### src/rtl/dl_sdram_sched.sv
`timescale 1ns/1ps
// dl_sdram_sched: takes the data_io download byte stream, buffers it in a
// small FIFO and writes each byte to SDRAM port1, and also to port2 when the
// address falls in the graphics region. rom_loaded and core_reset only
// release once the final byte has been acknowledged by every targeted port.
//
// Port handshake (both ports): a transaction is started by toggling portN_req
// while portN_a/ds/d/we are stable. The transaction is complete when the
// memory side makes portN_ack equal to portN_req. portN_req is never toggled
// again while portN_ack != portN_req. Address and data hold their values from
// the toggle until the entry retires.
module dl_sdram_sched #(
    parameter logic [7:0]  DL_INDEX   = 8'd0,
    parameter logic [24:0] GFX_BASE   = 25'h0E000,
    parameter int          FIFO_DEPTH = 4
) (
    input  logic        clk_sys,
    input  logic        reset,
    input  logic        ioctl_downl,
    input  logic [7:0]  ioctl_index,
    input  logic        ioctl_wr,
    input  logic [24:0] ioctl_addr,
    input  logic [7:0]  ioctl_dout,
    output logic        port1_req,
    input  logic        port1_ack,
    output logic [22:0] port1_a,
    output logic [1:0]  port1_ds,
    output logic        port1_we,
    output logic [15:0] port1_d,
    output logic        port2_req,
    input  logic        port2_ack,
    output logic [22:0] port2_a,
    output logic [1:0]  port2_ds,
    output logic        port2_we,
    output logic [15:0] port2_d,
    output logic        busy,
    output logic        overflow,
    output logic        rom_loaded,
    output logic        core_reset,
    output logic [1:0]  state_dbg
);

    localparam int            PW       = $clog2(FIFO_DEPTH);
    localparam logic [PW:0]   FULL_CNT = (PW+1)'(FIFO_DEPTH);

    typedef enum logic [1:0] {
        S_IDLE = 2'd0,
        S_WAIT = 2'd1,
        S_DONE = 2'd2
    } state_t;

    state_t state_q, state_d;

    // Strobe / download edge detection
    logic wr_last;
    logic downl_last;
    logic push;
    logic push_ok;
    logic downl_rise;
    logic downl_fall;

    // FIFO storage: {addr, data}
    logic [32:0]   fifo_mem [FIFO_DEPTH];
    logic [PW-1:0] wr_ptr;
    logic [PW-1:0] rd_ptr;
    logic [PW:0]   count;
    logic          fifo_empty;
    logic          fifo_full;

    // Head-of-FIFO decode
    logic [24:0] head_addr;
    logic [7:0]  head_data;
    logic        head_gfx;
    logic [23:0] gfx_off;

    // Transaction bookkeeping
    logic pop;
    logic finish;
    logic t2;
    logic pending_end;
    logic p1_done;
    logic p2_done;

    assign push       = ioctl_wr & ~wr_last & ioctl_downl & (ioctl_index == DL_INDEX);
    assign fifo_empty = (count == '0);
    assign fifo_full  = (count == FULL_CNT);
    assign push_ok    = push & ~fifo_full;
    assign downl_rise = ioctl_downl & ~downl_last;
    assign downl_fall = ~ioctl_downl & downl_last;

    assign head_addr = fifo_mem[rd_ptr][32:8];
    assign head_data = fifo_mem[rd_ptr][7:0];
    assign head_gfx  = (head_addr >= GFX_BASE);
    // Only bits [23:0] of the wrapped 25-bit offset reach the port.
    assign gfx_off   = head_addr[23:0] - GFX_BASE[23:0];

    assign p1_done = (port1_ack == port1_req);
    assign p2_done = (port2_ack == port2_req);

    assign busy      = ~fifo_empty | (state_q == S_WAIT);
    assign state_dbg = state_q;

    // Input history for edge detection; tracks the inputs even during reset.
    always_ff @(posedge clk_sys) begin
        wr_last    <= ioctl_wr;
        downl_last <= ioctl_downl;
    end

    // FIFO storage write; contents are only meaningful below count.
    always_ff @(posedge clk_sys) begin
        if (push_ok) begin
            fifo_mem[wr_ptr] <= {ioctl_addr, ioctl_dout};
        end
    end

    // FIFO pointers and occupancy; push and pop in one cycle keep count.
    always_ff @(posedge clk_sys) begin
        if (reset) begin
            wr_ptr <= '0;
            rd_ptr <= '0;
            count  <= '0;
        end else begin
            if (push_ok) begin
                wr_ptr <= wr_ptr + 1'b1;
            end
            if (pop) begin
                rd_ptr <= rd_ptr + 1'b1;
            end
            case ({push_ok, pop})
                2'b10:   count <= count + 1'b1;
                2'b01:   count <= count - 1'b1;
                default: count <= count;
            endcase
        end
    end

    // FSM state register.
    always_ff @(posedge clk_sys) begin
        if (reset) begin
            state_q <= S_IDLE;
        end else begin
            state_q <= state_d;
        end
    end

    // FSM next state: launch the head entry, wait for every targeted ack,
    // and flag completion once the download has ended and everything drained.
    always_comb begin
        state_d = state_q;
        pop     = 1'b0;
        finish  = 1'b0;
        case (state_q)
            S_IDLE: begin
                if (!fifo_empty) begin
                    pop     = 1'b1;
                    state_d = S_WAIT;
                end else if (!ioctl_downl && pending_end) begin
                    state_d = S_DONE;
                end
            end
            S_WAIT: begin
                if (p1_done && (!t2 || p2_done)) begin
                    state_d = S_IDLE;
                end
            end
            S_DONE: begin
                finish  = 1'b1;
                state_d = S_IDLE;
            end
            default: begin
                state_d = S_IDLE;
            end
        endcase
    end

    // Port request/address/data registers; reset resyncs req to ack so no
    // transaction appears pending afterwards.
    always_ff @(posedge clk_sys) begin
        if (reset) begin
            port1_req <= port1_ack;
            port2_req <= port2_ack;
            port1_a   <= '0;
            port1_ds  <= '0;
            port1_d   <= '0;
            port2_a   <= '0;
            port2_ds  <= '0;
            port2_d   <= '0;
            t2        <= 1'b0;
        end else if (pop) begin
            port1_a   <= head_addr[23:1];
            port1_ds  <= {head_addr[0], ~head_addr[0]};
            port1_d   <= {head_data, head_data};
            port1_req <= ~port1_req;
            t2        <= head_gfx;
            if (head_gfx) begin
                port2_a   <= gfx_off[23:1];
                port2_ds  <= {gfx_off[0], ~gfx_off[0]};
                port2_d   <= {head_data, head_data};
                port2_req <= ~port2_req;
            end
        end
    end

    // Status flags: sticky overflow, end-of-download tracking, write enables.
    always_ff @(posedge clk_sys) begin
        if (reset) begin
            overflow    <= 1'b0;
            pending_end <= 1'b0;
            rom_loaded  <= 1'b0;
            port1_we    <= 1'b0;
            port2_we    <= 1'b0;
        end else begin
            if (push && fifo_full) begin
                overflow <= 1'b1;
            end
            if (downl_fall) begin
                pending_end <= 1'b1;
            end else if (finish) begin
                pending_end <= 1'b0;
            end
            if (downl_rise) begin
                rom_loaded <= 1'b0;
            end else if (finish) begin
                rom_loaded <= 1'b1;
            end
            port1_we <= ioctl_downl | busy;
            port2_we <= ioctl_downl | busy;
        end
    end

    // Core reset held until the image is committed; registered.
    always_ff @(posedge clk_sys) begin
        core_reset <= reset | ~rom_loaded;
    end

endmodule

### config.mk
export PLATFORM = sky130hd
export DESIGN_NAME = dl_sdram_sched
export DESIGN_NICKNAME = d
export VERILOG_FILES = /design/src/rtl/dl_sdram_sched.sv
export SDC_FILE = /design/constraint.sdc
export NUM_CORES = 1
export LEC_CHECK = 0
export ABC_CLOCK_PERIOD_IN_PS = 6100
export BUFFER_PORTS_ARGS = -buffer_cell sky130_fd_sc_hd__buf_2
export CORE_MARGIN = 4
export CORE_UTILIZATION = 35
export CTS_CLUSTER_DIAMETER = 120
export DETAILED_ROUTE_END_ITERATION = 7
export GPL_TIMING_DRIVEN = 0
export SKIP_CTS_REPAIR_TIMING = 1
export SKIP_LAST_GASP = 1
export SLEW_MARGIN = 25
export SYNTH_ARGS = -nofsm -noshare
export SYNTH_HDL_FRONTEND = slang
export SYNTH_SLANG_ARGS = --single-unit
### constraint.sdc
create_clock -name clk_sys -period 6.1 [get_ports clk_sys]
set_input_delay 0.915 -clock clk_sys [delete_from_list [all_inputs] [get_ports clk_sys]]
set_output_delay 0.915 -clock clk_sys [all_outputs]
set_load 0.1 [all_outputs]
Yosys cells after proc, flatten, opt, wreduce, memory -nomap -nowiden
Memory sizes are Yosys's and may differ from the RTL's. A register that Yosys moved wholly into a read port is not among the register bits.
Cells that the tools add are included.
{ "classes": {"n_addsub": 5, "multipliers": 0, "n_div": 0, "magnitude_cmp": 1, "eq_ne": 9, "n_shift": 0, "mux": 19, "n_bitwise": 19, "n_reduce_logical": 17} }
{ "ops": {"columns": ["cell", "count"], "rows": [
  ["$ge A25 B16 Y1 const B", 1],
  ["$sub A24 B16 Y24 const B", 1],
  ["$mux W1", 12],
  ["$mux W2", 5],
  ["$not A1 Y1", 10],
  ["$logic_not A8 Y1", 1],
  ["$reduce_bool A2 Y1", 4],
  ["$and A1 B1 Y1", 6],
  ["$pmux W3 S2", 1],
  ["$reduce_and A2 Y1", 3],
  ["$add A2 B1 Y2 const B", 2],
  ["$eq A2 B1 Y1 const B", 2],
  ["$eq A2 B2 Y1 const B", 2],
  ["$pmux W2 S2", 1],
  ["$add A3 B1 Y3 const B", 1],
  ["$eq A3 B3 Y1 const B", 1],
  ["$logic_and A1 B1 Y1", 3],
  ["$logic_not A3 Y1", 1],
  ["$ne A3 B3 Y1 const B", 1],
  ["$or A1 B1 Y1", 3],
  ["$sub A3 B1 Y3 const B", 1],
  ["$eq A1 B1 Y1", 2],
  ["$logic_not A1 Y1", 2],
  ["$logic_not A2 Y1", 1],
  ["other kinds (3)", 3]
]} }
{ "totals": {"register_bits": 101, "latch_bits": 0, "mem_bits_rw": 132, "romBits": 0, "out_inout_bits": 92, "word_cells": 91, "memories": 1} }
{ "memory_table": {"columns": ["name", "depth", "width", "read_ports", "rd_clocked_by_memory_dff", "wr", "line_no", "source"], "rows": [
  ["fifo_mem", 4, 33, 1, 1, 1, "63", "logic [32:0] fifo_mem [FIFO_DEPTH];"]
]} }

Logic depth before layout (Yosys ltp)
{ "depth": {"word_depth": 7, "depth_mapped": 11, "depth_no_buf": 10} }

Worst setup path before layout
Ideal clock, no wire load.
{ "synth_path": {"path_type": "flip-flop to output port", "start": "register state_q[0], in the netlist state_dbg[0]", "end": "output port busy", "t_arrival_ns": 3.365, "t_required_ns": 5.185, "path_slack_ns": 1.820, "path_stages_with_launch": 3, "cell_sequence": "dfxtp_1 > inv_1 > o21ai_0"} }
{ "synth_between": {"elab_chain_cells": 2} }
{ "synth_rtl": {"columns": ["element", "line_no", "source"], "rows": [
  ["start, declared", "52", "state_t state_q, state_d;"],
  ["start signal, assigned", "142", "state_q <= state_d;"],
  ["$eq A2 B1 Y1", "100", "assign busy = ~fifo_empty | (state_q == S_WAIT);"],
  ["$or A1 B1 Y1", "100", null],
  ["end, declared", "36", "output logic busy,"]
]} }
No other way between the ends.

==> results by group <==
Power
  • Pleak: 3.829 nW
  • Power consumption: 3.118 mW
  • Psw: 0.7044 mW
  • Share of total power in combinational logic: 0.062
  • PwrDens: 310.3 mW/mm²
  • Worst VDD drop: 0.1487 mV
  • Flop pwr share: 0.509
  • Sw Share: 0.2259
  • Cell-internal power: 2.413 mW
  • Clock power share: 0.428

Synthesis
  • Synthesized Nets: 589
  • Dominant cells by area after synthesis: edfxtp_1, dfxtp_1, mux4_2
  • Syn_area_per_cell: 15.22 µm²
  • Post-synth top flop: edfxtp_1
  • Commonest cells post-synth: edfxtp_1, dfxtp_1, nand2_1
  • Share of the synthesized area in the top cell type: 0.4940
  • Synth Cell Area: 0.008145 mm²
  • Yosys warns: 0
  • Post-synth ARST share: 0
  • Most frequent cell after synthesis: edfxtp_1
  • EDFF count, synth: 134
  • Synth cell types: 44
  • Cell taking the most area after synthesis: edfxtp_1
  • Yosys reg bits: 219
  • Post-synthesis sequential area ratio: 0.7029
  • Gate Count Post-Synth: 535

Floorplan
  • Die width: 160.6 µm
  • Core area: 0.02278 mm²
  • Initial Util: 0.3576
  • Die Ht: 160.6 µm
  • # rows: 55
  • Die area: 0.02578 mm²
  • Io pins: 139

Timing
  • Final setup viols: 0
  • Final Worst Setup Slack: 2.699 ns
  • RSZ-0062 raised after global routing: no
  • Setup_tns: 0 ns
  • Clock skew: 0.01895 ns
  • Least-Margin Pin Slew: 0.7247 ns
  • Final min period: 3.401 ns
  • Tcrit/Tclk final: 0.5576
  • Max_slew headroom: 0.5169
  • Max Clock Freq: 294.0 MHz
  • Pins Over Slew Limit: 0
  • Final hold vios: 0

Placed design
  • Gp weighted congestion: 0.7837
  • Port Buffers: 137
  • Worst Setup Slack post-DPL: 2.669 ns
  • Post-DP HPWL: 13050 µm

Clock network
  • Clk slew on worst S/H paths: 0.06 ns
  • CTS Sinks: 219
  • Worst skew pair latency: 0.50 ns
  • CTS tree: done
  • Htree depth: 1
  • Clock tree buffer depth: 3
  • Clock root cell: clkbuf_16
  • Total CTS buffers: 23

Global route
  • First-pass GRT wire length: 28970 µm
  • Antenna violations before repair: 5
  • GRT Residual Overflow: 0
  • Vias in the first global route: 5158
  • Largest net degree at the start of global routing: 20
  • Total track usage: 0.1418

Detailed routing
  • Via count: 4852
  • DR WL/cell: 17.83 µm
  • Vias per Instance: 4.702
  • Drt drc: 0
  • Pre-antenna DRT Iters: 4
  • WL final: 18400 µm
  • First-iteration detailed-routing DRC count: 286
  • Routed Antenna Nets: 0

Worst setup path
  • WP data arrival: 3.66 ns
  • Type of element launching the critical path: register
  • Reg2Reg Setup Slack: 2.70 ns
  • Crit path cell chain: buf_4, buf_4, mux4_2, ha_1, and2_1, a221oi_4, and4_1, buf_4, o21ba_4, buf_4, inv_2
  • Crit Path Category: register to register
  • Most frequent CP cell: buf_4
  • CP endpoint kind: register
  • R2R cell count: 11
  • CP max FO: 10
  • Max incr delay on CP: 0.59 ns
  • WP data required: 6.35 ns
  • Crit path max-delay cell type: mux4_2
  • FF-to-FF End: port2_req

Flow run
  • MaxCap Viol Count: 0

Outcome
  • Status: finished clean

Hold path
  • Hold Crit Class: register to register
  • Worst Hold End: core_reset
  • WHS Path Cells: 1
  • Worst Min Path Start: rom_loaded

Cells and area
  • Nets: 755
  • Number of fill cells: 2034
  • Area Overhead vs Synth: 23.35%
  • Layout cells sized above 1: 0.3487
worst max-delay path: cells and delay by family, from the launching register on:
family | cells | cell delay, ns
buf+inv | 5 | 0.92
compound gates | 2 | 0.61
mux | 1 | 0.59
fa+ha+maj | 1 | 0.26
flops | 1 | 0.31
simple gates | 2 | 0.46
cell families after synthesis:
| group | synth area share |
|---|---|
| buffers and inverters | 0.03825 |
| xor gates and xnor gates | 0.01720 |
| DFF | 0.7029 |
| AOI/OAI and AO/OA | 0.06160 |
| and+or+nand+nor | 0.07312 |
| muxes | 0.09524 |
| adders and majority gates | 0.01167 |
per-stage QoR:
stage	utilization	instances	hold WS [ns]	instance area, µm²
2_1_floorplan	-	535	0.4272	8145
3_3_place_gp	0.4049	985	0.3903	9223
3_5_place_dp	0.4086	989	0.4038	9308
4_1_cts	0.4409	1030	0.4206	10040
5_1_grt	0.4411	1032	0.4296	10050
6_report	0.4411	1032	0.4190	10050
power by group through the flow:
stage,sequential [mW],combinational (mW),clock [mW]
after floorplan,1.69,0.0707,0
final,1.59,0.194,1.34
after global routing,1.59,0.205,1.44
after CTS,1.59,0.196,1.38
after detailed placement,1.62,0.195,0
after global placement,1.62,0.191,0
worst max path at each step:
stage / from / to / slack [ns] / cells after the start
after floorplan: state_dbg[0] / busy / 1.82 / 2
after global placement: ioctl_downl / fifo_mem[2][30] / 2.24 / 5
after detailed placement: register / port2_req / 2.67 / 11
after CTS: register / port2_req / 2.65 / 11
after global routing: register / port2_req / 2.52 / 11
final: register / port2_req / 2.70 / 11
flip-flops by register name, indices dropped and copies added, names as in the netlist, 2 cells and up, named ones only:
signal     flops
port1_ds       2
rd_ptr         2
port1_d        8
port2_d        8
state_dbg      2
fifo_mem     132
wr_ptr         2
port2_a       23
port2_ds       2
port1_a       23
count          3
cells in the final DEF (no fill, tap or decap), types with 20 or more instances in the layout:
cell         n
buf_4       21
a21oi_1     24
nand2_1     80
nor2_1      20
mux4_2      33
buf_2      143
edfxtp_1   134
dfxtp_1     85
clkbuf_16   23
layout make-up:
cell class                      instances  area, µm²  share of cell area
Multi-Input combinational cell        260       2113              0.2103
Tap cell                              313      391.6             0.03898
Timing Repair Buffer                  141      765.7             0.07621
Antenna cell                            2      5.005           0.0004981
Sequential cell                       219       5725              0.5699
Buffer                                 43      262.8             0.02615
Clock buffer                           31      645.6             0.06426
Clock inverter                         10      88.84            0.008842
Inverter                               13      48.80            0.004857
per-layer routing:
metal | vias to the layer above | GRT usage | routed length [µm]
met4 | 6 | 0.03989 | 350
met2 | 118 | 0.2467 | 9384
li1 | 2293 | - | -
met3 | 35 | 0.03567 | 1065
met1 | 2400 | 0.1758 | 7572
met5 | - | 0 | 28
(Power assumes the default switching activity.)
